--- src/rtl/uart_tx_scheduler.sv ---
// Round-robin scheduler sharing one uartTX among N_REQ byte requesters:
// grants one requester, launches its frame, then waits for done or a timeout.
module uart_tx_scheduler #(
  parameter int unsigned N_REQ       = 4,
  parameter int unsigned DATA_W      = 8,
  parameter int unsigned TIMEOUT_CYC = 131072
) (
  input  logic                     i_clk,
  input  logic                     i_rst,
  input  logic [N_REQ-1:0]         i_req,
  input  logic [N_REQ*DATA_W-1:0]  i_data,
  output logic [N_REQ-1:0]         o_ack,
  output logic [$clog2(N_REQ)-1:0] o_grant_id,
  output logic                     o_tx_start,
  output logic [DATA_W-1:0]        o_tx_data,
  input  logic                     i_tx_busy,
  input  logic                     i_tx_done,
  output logic                     o_idle,
  output logic                     o_timeout
);
  localparam int unsigned ID_W  = $clog2(N_REQ);
  localparam int unsigned CNT_W = $clog2(TIMEOUT_CYC);

  typedef enum logic [1:0] {
    S_IDLE   = 2'd0,
    S_LAUNCH = 2'd1,
    S_WAIT   = 2'd2
  } state_e;

  state_e            state_q, state_d;
  logic [ID_W-1:0]   ptr_q, ptr_d;
  logic [ID_W-1:0]   grant_q, grant_d;
  logic [DATA_W-1:0] tx_data_q, tx_data_d;
  logic [CNT_W-1:0]  cnt_q, cnt_d;
  logic              timeout_q, timeout_d;

  logic              launch_c;
  logic              cnt_tc_c;
  logic [ID_W-1:0]   win_id_c;
  logic [DATA_W-1:0] win_byte_c;
  logic [ID_W-1:0]   hi_id, lo_id;
  logic              hi_found, lo_found;

  assign launch_c = (state_q == S_IDLE) && !i_tx_busy && (|i_req);
  assign cnt_tc_c = (cnt_q == CNT_W'(TIMEOUT_CYC - 1));

  // Winner: lowest set request at or above the pointer, else lowest overall.
  always_comb begin
    hi_found = 1'b0;
    lo_found = 1'b0;
    hi_id    = '0;
    lo_id    = '0;
    for (int unsigned k = 0; k < N_REQ; k++) begin
      if (i_req[k] && !lo_found) begin
        lo_found = 1'b1;
        lo_id    = ID_W'(k);
      end
      if (i_req[k] && !hi_found && (ID_W'(k) >= ptr_q)) begin
        hi_found = 1'b1;
        hi_id    = ID_W'(k);
      end
    end
    win_id_c = hi_found ? hi_id : lo_id;
  end

  always_comb begin
    win_byte_c = '0;
    for (int unsigned k = 0; k < N_REQ; k++) begin
      if (ID_W'(k) == win_id_c) win_byte_c = i_data[k*DATA_W +: DATA_W];
    end
  end

  always_ff @(posedge i_clk or negedge i_rst) begin
    if (!i_rst) state_q <= S_IDLE;
    else        state_q <= state_d;
  end

  always_comb begin
    state_d = state_q;
    case (state_q)
      S_IDLE:   if (launch_c) state_d = S_LAUNCH;
      S_LAUNCH: state_d = S_WAIT;
      S_WAIT:   if (i_tx_done || cnt_tc_c) state_d = S_IDLE;
      default:  state_d = S_IDLE;
    endcase
  end

  // Done wins over the terminal count; the counter stops at terminal count.
  always_comb begin
    ptr_d     = ptr_q;
    grant_d   = grant_q;
    tx_data_d = tx_data_q;
    cnt_d     = cnt_q;
    timeout_d = 1'b0;
    case (state_q)
      S_IDLE: begin
        if (launch_c) begin
          tx_data_d = win_byte_c;
          grant_d   = win_id_c;
          ptr_d     = (win_id_c == ID_W'(N_REQ - 1)) ? '0 : win_id_c + ID_W'(1);
        end
      end
      S_LAUNCH: cnt_d = '0;
      S_WAIT: begin
        if (!i_tx_done) begin
          if (cnt_tc_c) timeout_d = 1'b1;
          else          cnt_d     = cnt_q + CNT_W'(1);
        end
      end
      default: ;
    endcase
  end

  always_ff @(posedge i_clk or negedge i_rst) begin
    if (!i_rst) begin
      ptr_q     <= '0;
      grant_q   <= '0;
      tx_data_q <= '0;
      cnt_q     <= '0;
      timeout_q <= 1'b0;
    end else begin
      ptr_q     <= ptr_d;
      grant_q   <= grant_d;
      tx_data_q <= tx_data_d;
      cnt_q     <= cnt_d;
      timeout_q <= timeout_d;
    end
  end

  always_comb begin
    o_idle     = 1'b0;
    o_tx_start = 1'b0;
    o_ack      = '0;
    case (state_q)
      S_IDLE: o_idle = 1'b1;
      S_LAUNCH: begin
        o_tx_start = 1'b1;
        o_ack      = N_REQ'(1) << grant_q;
      end
      default: ;
    endcase
  end

  assign o_grant_id = grant_q;
  assign o_tx_data  = tx_data_q;
  assign o_timeout  = timeout_q;

endmodule

--- config.mk ---
export PLATFORM = sky130hd
export DESIGN_NAME = uart_tx_scheduler
export DESIGN_NICKNAME = d
export VERILOG_FILES = /design/src/rtl/uart_tx_scheduler.sv
export SDC_FILE = /design/constraint.sdc
export NUM_CORES = 1
export LEC_CHECK = 0
export ABC_AREA = 1
export CORE_ASPECT_RATIO = 0.8
export CORE_MARGIN = 2
export CORE_UTILIZATION = 40
export CTS_CLUSTER_DIAMETER = 150
export DETAILED_ROUTE_END_ITERATION = 12
export PLACE_DENSITY = 0.69
export RECOVER_POWER = 25
export SLEW_MARGIN = 20
export SYNTH_ARGS = -nofsm -noshare
export SYNTH_HDL_FRONTEND = slang
export SYNTH_SLANG_ARGS = --single-unit
--- constraint.sdc ---
create_clock -name i_clk -period 2.6 [get_ports i_clk]
set_clock_uncertainty 0.1 [all_clocks]
set_input_delay 0.52 -clock i_clk [delete_from_list [all_inputs] [get_ports i_clk]]
set_output_delay 0.52 -clock i_clk [all_outputs]
set_load 0.005 [all_outputs]
==> results by group, run 1 <==
Run status
  • Run status: finished clean

Pwr
  • Static leakage: 1.225 nW
  • Comb pwr share: 0.465
  • P_sw: 0.8094 mW
  • Pwr Density: 790.3 nW/um^2
  • Flop pwr share: 0.337
  • Max IR drop VDD: 0.0004375 V
  • Switch share: 0.3782
  • Int Pwr: 1.331 mW
  • Clock power frac: 0.198

Synth
  • Synthesized area: 1971 sq um
  • Dominant cells by area after synthesis: dfrtp_1 (41%), nand2_1 (14%), o21ai_0 (6.9%), inv_1 (5.1%), nor2_1 (4.4%)
  • Mapped Cells: 269
  • Post-synth cell types: 27
  • Mean post-synth cell area: 7.326 sq um
  • Yosys synthesis warning count: 0
  • Area share of the largest cell type after synthesis: 0.4063
  • Synthesized net count: 315
  • Flops & latches, synth: 32
  • Largest area contributor in the netlist: dfrtp_1
  • Register area share after synthesis: 0.4063

Drt
  • Via density: 4.919
  • Final WL: 4911 um
  • WL/cell: 12.50 um
  • First-pass DRT Iterations: 4
  • Vias: 1,933
  • DRC viols: 0
  • Post-route ant nets: 0
  • DR iter-0 viols: 80

Critical path
  • CP startpoint: state_q[1]
  • R2R Path End: cnt_q[8]
  • Critical path peak fanout: 7
  • Worst r2r src: cnt_q[0]
  • Startpoint Class: flip-flop
  • CP required: 1980 ps
  • CP Capture Type: output port
  • Reg2reg path depth: 12
  • R2r setup slk: 280 ps
  • Setup crit end: o_ack[1]
  • Critical Path AT: 1740 ps
  • CP Class: reg2out

GRT
  • GRT Total Usage: 0.1951
  • Largest net degree at the start of global routing: 33
  • Initial antenna violation count: 0
  • Remaining Overflow, GRT: 0
  • First-pass GRT wire length: 8066 um
  • Vias in the first global route: 1,762

Final layout
  • Filler Cell Count: 421
  • Net count, final: 379
  • Post-layout util: 0.5820
  • Layout area overhead: 37.40%
  • Layout cells sized above 1: 0.09009
  • Inserted Diodes: 0

Timing
  • F_max: 424.6 MHz
  • Max Slew Vio Count: 0
  • Slew at the pin closest to its max-slew limit: 808.4 ps
  • Min Clock Period, post-route: 2355 ps
  • Setup_tns: 0 ps
  • Rel. slew slack: 0.4611
  • Hold Vio Cnt, Final: 0
  • Fin crit share: 0.9059
  • RSZ-0062 raised after global routing: false
  • Setup violators final: 0

Die
  • Die Wd: 82.48 um
  • Cell Rows: 22
  • # IOs: 57
  • Starting Density: 0.4236
  • Die area: 5508 sq um
  • Placeable core area: 4652 sq um
  • Chip Height: 66.78 um

Job
  • Max-cap violations: 0

Clock network
  • Max clock buf depth: 2
  • Clock transition at path regs: 70 ps
  • Clk sinks: 32
  • CTS tree: built
  • Max H-tree Level: 2
  • Root buf cell: clkbuf_8
  • Count of hold-fix buffers inserted at cts: 0
  • Total CTS buffers: 5
  • # Post-CTS Setup Buffers: 0
  • Clock Latency Late Sink: 280 ps

Placement
  • IO Port Bufs: 56
  • DPL Wire Length: 3821 um
  • RePlAce Congestion: 0.8666

Worst hold path
  • Hold WC Path Type: reg2reg
## power groups by stage
stage	sequential [mW]	clock, mW	combinational [mW]
floorplan	0.714	0	0.579
global placement	0.724	0	0.989
detailed placement	0.725	0	0.996
CTS	0.721	0.431	0.999
global route	0.739	0.459	1.12
finish	0.720	0.423	0.996
## how the worst min path moves through the flow
| stage | startpoint | to | slack [ps] | cells after the start |
|---|---|---|---|---|
| after global routing | o_tx_data[2] | o_tx_data[2] | 410 | 2 |
| after CTS | o_tx_data[0] | o_tx_data[0] | 380 | 2 |
| after global placement | o_tx_data[2] | o_tx_data[2] | 360 | 2 |
| after floorplan | i_rst | cnt_q[0] | 120 | 0 |
| final | o_tx_data[0] | o_tx_data[0] | 380 | 2 |
| after detailed placement | o_tx_data[0] | o_tx_data[0] | 370 | 2 |
## layout by cell type (no fill, tap or decap), types with 2 or more instances in the layout
| master | count |
|---|---|
| clkbuf_8 | 7 |
| o22ai_1 | 2 |
| a21oi_1 | 14 |
| o21ai_0 | 27 |
| nand2_1 | 76 |
| nor3_1 | 9 |
| nand3_1 | 17 |
| clkdlybuf4s50_1 | 55 |
| buf_4 | 8 |
| o21ai_1 | 5 |
| xor2_1 | 2 |
| nor2_2 | 3 |
| nand3_2 | 2 |
| nand2_4 | 2 |
| dfrtp_1 | 32 |
| nand4_1 | 5 |
| a22o_1 | 2 |
| o21bai_1 | 2 |
| ha_1 | 5 |
| inv_2 | 3 |
| inv_1 | 26 |
| nor2_1 | 23 |
## final cells by class
class	instances	area [sq um]	area share
Clock buffer	7	96.34	0.03558
Inverter	29	108.9	0.04020
Multi-Input combinational cell	200	1001	0.3697
Sequential cell	32	800.8	0.2957
Tap cell	60	75.07	0.02773
Timing Repair Buffer	65	625.6	0.2311
## metrics by stage
| stage | std cells | hold slack [ps] | total power [mW] | setup WS, ps | cell area [sq um] |
|---|---|---|---|---|---|
| 4_1_cts | 393 | 384.3 | 2.151 | 215.1 | 2708 |
| 6_report | 393 | 378.2 | 2.140 | 244.6 | 2708 |
| 2_1_floorplan | 269 | 124.4 | 1.293 | 572.6 | 1971 |
| 5_1_grt | 393 | 406.2 | 2.321 | 21.74 | 2708 |
| 3_3_place_gp | 386 | 363.1 | 1.714 | 52.88 | 2611 |
| 3_5_place_dp | 386 | 365.1 | 1.721 | 14.82 | 2611 |
## kinds of logic (layout without fill, tap and decap cells)
| kind of cell | after synthesis | count (layout) | synth area share |
|---|---|---|---|
| adders and majority gates | 6 | 6 | 0.03809 |
| DFF | 32 | 32 | 0.4064 |
| buffers and inverters | 37 | 101 | 0.08698 |
| xor gates and xnor gates | 2 | 2 | 0.008891 |
| and+or+nand+nor | 140 | 140 | 0.3200 |
| AOI/OAI and AO/OA | 52 | 52 | 0.1397 |
## timing repair
action,in CTS,in global routing
endpoints found under the hold margin,0,0
setup endpoints to repair,0,2
gates resized for setup,0,2
## per-layer routing
layer	wire, um	part of all wire	track usage
met1	2477	0.50	0.2839
met2	2156	0.44	0.2792
met3	242	0.049	0.05962
met4	34	0.0069	0.04792
met5	0	0	0
## sequential cells by signal, indices dropped and copies added, names as in the netlist
| register | flops |
|---|---|
| cnt_q | 17 |
| o_grant_id | 2 |
| o_timeout | 1 |
| o_tx_data | 8 |
| ptr_q | 2 |
| state_q | 2 |
## critical path, cell delays in order (launching register included)
cell and delay, ps:
dfrtp_1 420, inv_2 100, nand2_1 200, nor3_1 210, clkdlybuf4s50_1 540
## synthesized netlist by cell type
library cell / instances
inv_2: 2
buf_2: 3
a21oi_1: 14
dfrtp_1: 32
o21bai_1: 2
nor2_1: 23
o21ai_0: 27
buf_8: 1
inv_1: 27
o21ai_1: 5
nand3_2: 2
nor3_1: 9
nor3_4: 1
clkbuf_8: 1
nor2_4: 1
xor2_1: 2
nor2_2: 3
nand2_1: 76
or2_4: 1
a22o_1: 2
buf_6: 1
nand4_1: 5
nand3_1: 17
o22ai_1: 2
clkbuf_1: 2
nand2_4: 2
ha_1: 6
Power figures use the tool's default switching activity.
==> run 2, diff against run 1 <==
CAP_MARGIN = 20   (was default)
CTS_CLUSTER_DIAMETER = 50   (was 150)
==> results of run 2 <==
The final DEF is identical to that of run 1; final timing and power are the same.
==> run 3, diff against run 2 <==
CORE_MARGIN = 1.5   (was 2)
==> run 3 against run 2 <==
Critical path depth stayed put. Combinational power is 2.2% lower. Wire length is 0.94% lower.
==> results by group, run 3 (synthesis gave the netlist of run 1 again) <==
Run status
  • Run status: finished clean

Clock network
  • Count of hold-fix buffers inserted at cts: 0 (unchanged)
  • CTS-repair resized insts: 0 (unchanged)
  • # Post-CTS Setup Buffers: 0 (unchanged)
  • CTS tree: built
  • Max clock buf depth: 2 (unchanged)
  • Root buf cell: clkbuf_8
  • Total CTS buffers: 5 (unchanged)
  • Clock transition at path regs: 70 ps (about the same)
  • Clk sinks: 32 (unchanged)
  • Clock Latency Late Sink: 280 ps (about the same)
  • Max H-tree Level: 2 (unchanged)

Worst hold path
  • Hold WC Path Type: reg2reg
  • Hold Startpoint: o_tx_data[2]

Pwr
  • Total design power: 2.067 mW (-3.4%)
  • Max IR drop VDD: 0.0004910 V (+12%)
  • Pwr Density: 774.7 nW/um^2 (-2.0%)
  • Static leakage: 1.200 nW (-2.0%)

Timing
  • Rel. slew slack: 0.4625 (+0.001464)
  • Setup_tns: 0 ps (unchanged)
  • Min Clock Period, post-route: 2366 ps (+10.45 ps)
  • Max Slew Vio Count: 0 (unchanged)
  • Slew at the pin closest to its max-slew limit: 806.2 ps (-2.197 ps)
  • Setup violators final: 0 (unchanged)
  • Hold Vio Cnt, Final: 0 (unchanged)
  • Fin crit share: 0.9099 (+0.004020)
  • RSZ-0062 raised after global routing: false
  • Minimum hold slack: 377.3 ps (-0.9460 ps)
  • F_max: 422.7 MHz (-0.44%)

GRT
  • Vias in the first global route: 1,686 (-4.3%)
  • GRT Total Usage: 0.1922 (-0.002875)
  • First-pass GRT wire length: 7748 um (-3.9%)
  • Largest net degree at the start of global routing: 33 (unchanged)
  • Remaining Overflow, GRT: 0 (unchanged)
  • Initial antenna violation count: 0 (unchanged)

Die
  • Cell Rows: 22 (unchanged)
  • Die area: 5359 sq um (-2.7%)
  • Starting Density: 0.4236 (unchanged)
  • Die Wd: 81.48 um (-1.2%)
  • Chip Height: 65.78 um (-1.5%)
  • Placeable core area: 4652 sq um (unchanged)
  • # IOs: 57 (unchanged)

Placement
  • DPL Wire Length: 3741 um (-2.1%)
  • IO Port Bufs: 56 (unchanged)
  • DP Area: 2589 sq um (-0.86%)
  • RePlAce Congestion: 0.8869 (+2.3%)

Critical path
  • CP required: 1980 ps (about the same)
  • CP Class: reg2out
  • Worst r2r src: cnt_q[0]
  • Critical path peak fanout: 7 (unchanged)
  • Reg2reg path depth: 12 (unchanged)
  • R2r setup slk: 350 ps (+70 ps)
  • CP startpoint: state_q[1]
  • Startpoint Class: flip-flop
  • Critical Path AT: 1750 ps (about the same)
  • R2R Path End: cnt_q[8]
  • CP Capture Type: output port
  • Setup crit end: o_ack[1]

Final layout
  • Layout area overhead: 35.37%
  • Layout cells sized above 1: 0.07879 (-0.01130)
  • Inserted Diodes: 0 (unchanged)
  • Most common cell after layout, fill and taps aside: nand2_1
  • Max reg flops: 17 (unchanged)
  • Largest Register: cnt_q
  • Post-layout util: 0.5734 (-0.008606)
  • Filler Cell Count: 442 (+5.0%)
  • Most frequent cells in the layout: nand2_1 (76), clkdlybuf4s50_1 (55), dfrtp_1 (32), o21ai_0 (27), inv_1 (26)
  • Net count, final: 376 (-0.79%)
  • Design Area, Final: 2668 sq um (-1.5%)

Drt
  • DR iter-0 viols: 121 (+51%)
  • Vias: 1,940 (+0.36%)
  • Via density: 4.974 (+1.1%)
  • DRC viols: 0 (unchanged)
  • Post-route ant nets: 0 (unchanged)
  • WL/cell: 12.47 um (-0.17%)
  • Final WL: 4865 um (-0.94%)
  • First-pass DRT Iterations: 5 (+1)

Job
  • Max-cap violations: 0 (unchanged)
## run 3: area by class of cell
class,instances,area (sq um),share of cell area
multi-input combinational,200,998.5,0.3743
sequential,32,800.8,0.3002
timing repair buffer,62,603.1,0.2261
inverter,29,108.9,0.04081
tap,60,75.07,0.02814
clock buffer,5,68.82,0.02580
clock inverter,2,12.51,0.004690
## run 3: power breakdown
part | switching (mW) | total, mW | internal [mW] | leakage [nW]
Clock | 0.191 | 0.373 | 0.181 | 0.0400
Combinational | 0.518 | 0.974 | 0.456 | 0.739
Sequential | 0.103 | 0.720 | 0.617 | 0.421
## run 3: how the worst min path moves through the flow
stage,end,depth (start not counted)
floorplan,cnt_q[0],0
global placement,o_tx_data[2],2
detailed placement,o_tx_data[2],2
CTS,o_tx_data[2],2
global route,o_tx_data[0],2
finish,o_tx_data[2],2
## run 3: stage by stage
| step | cells | setup slack, ps |
|---|---|---|
| 2_1_floorplan | 269 | 572.6 |
| 3_3_place_gp | 383 | 27.95 |
| 3_5_place_dp | 383 | -22.83 |
| 4_1_cts | 390 | 228.6 |
| 5_1_grt | 390 | 10.51 |
| 6_report | 390 | 234.2 |
## run 3: worst max-delay path, cell delays in order (launching register included)
cell and delay [ps]:
dfrtp_1 410, inv_2 90, nand2_1 210, nor3_1 220, clkdlybuf4s50_1 530
## run 3: routing by layer
metal,GRT usage,up-vias,share of wire,wire [um]
met1,0.2918,902,0.52,2511
met3,0.04828,4,0.044,216
li1,-,993,-,-
met4,0.03233,0,0.0043,21
met5,0,-,0,0
met2,0.2758,41,0.43,2115
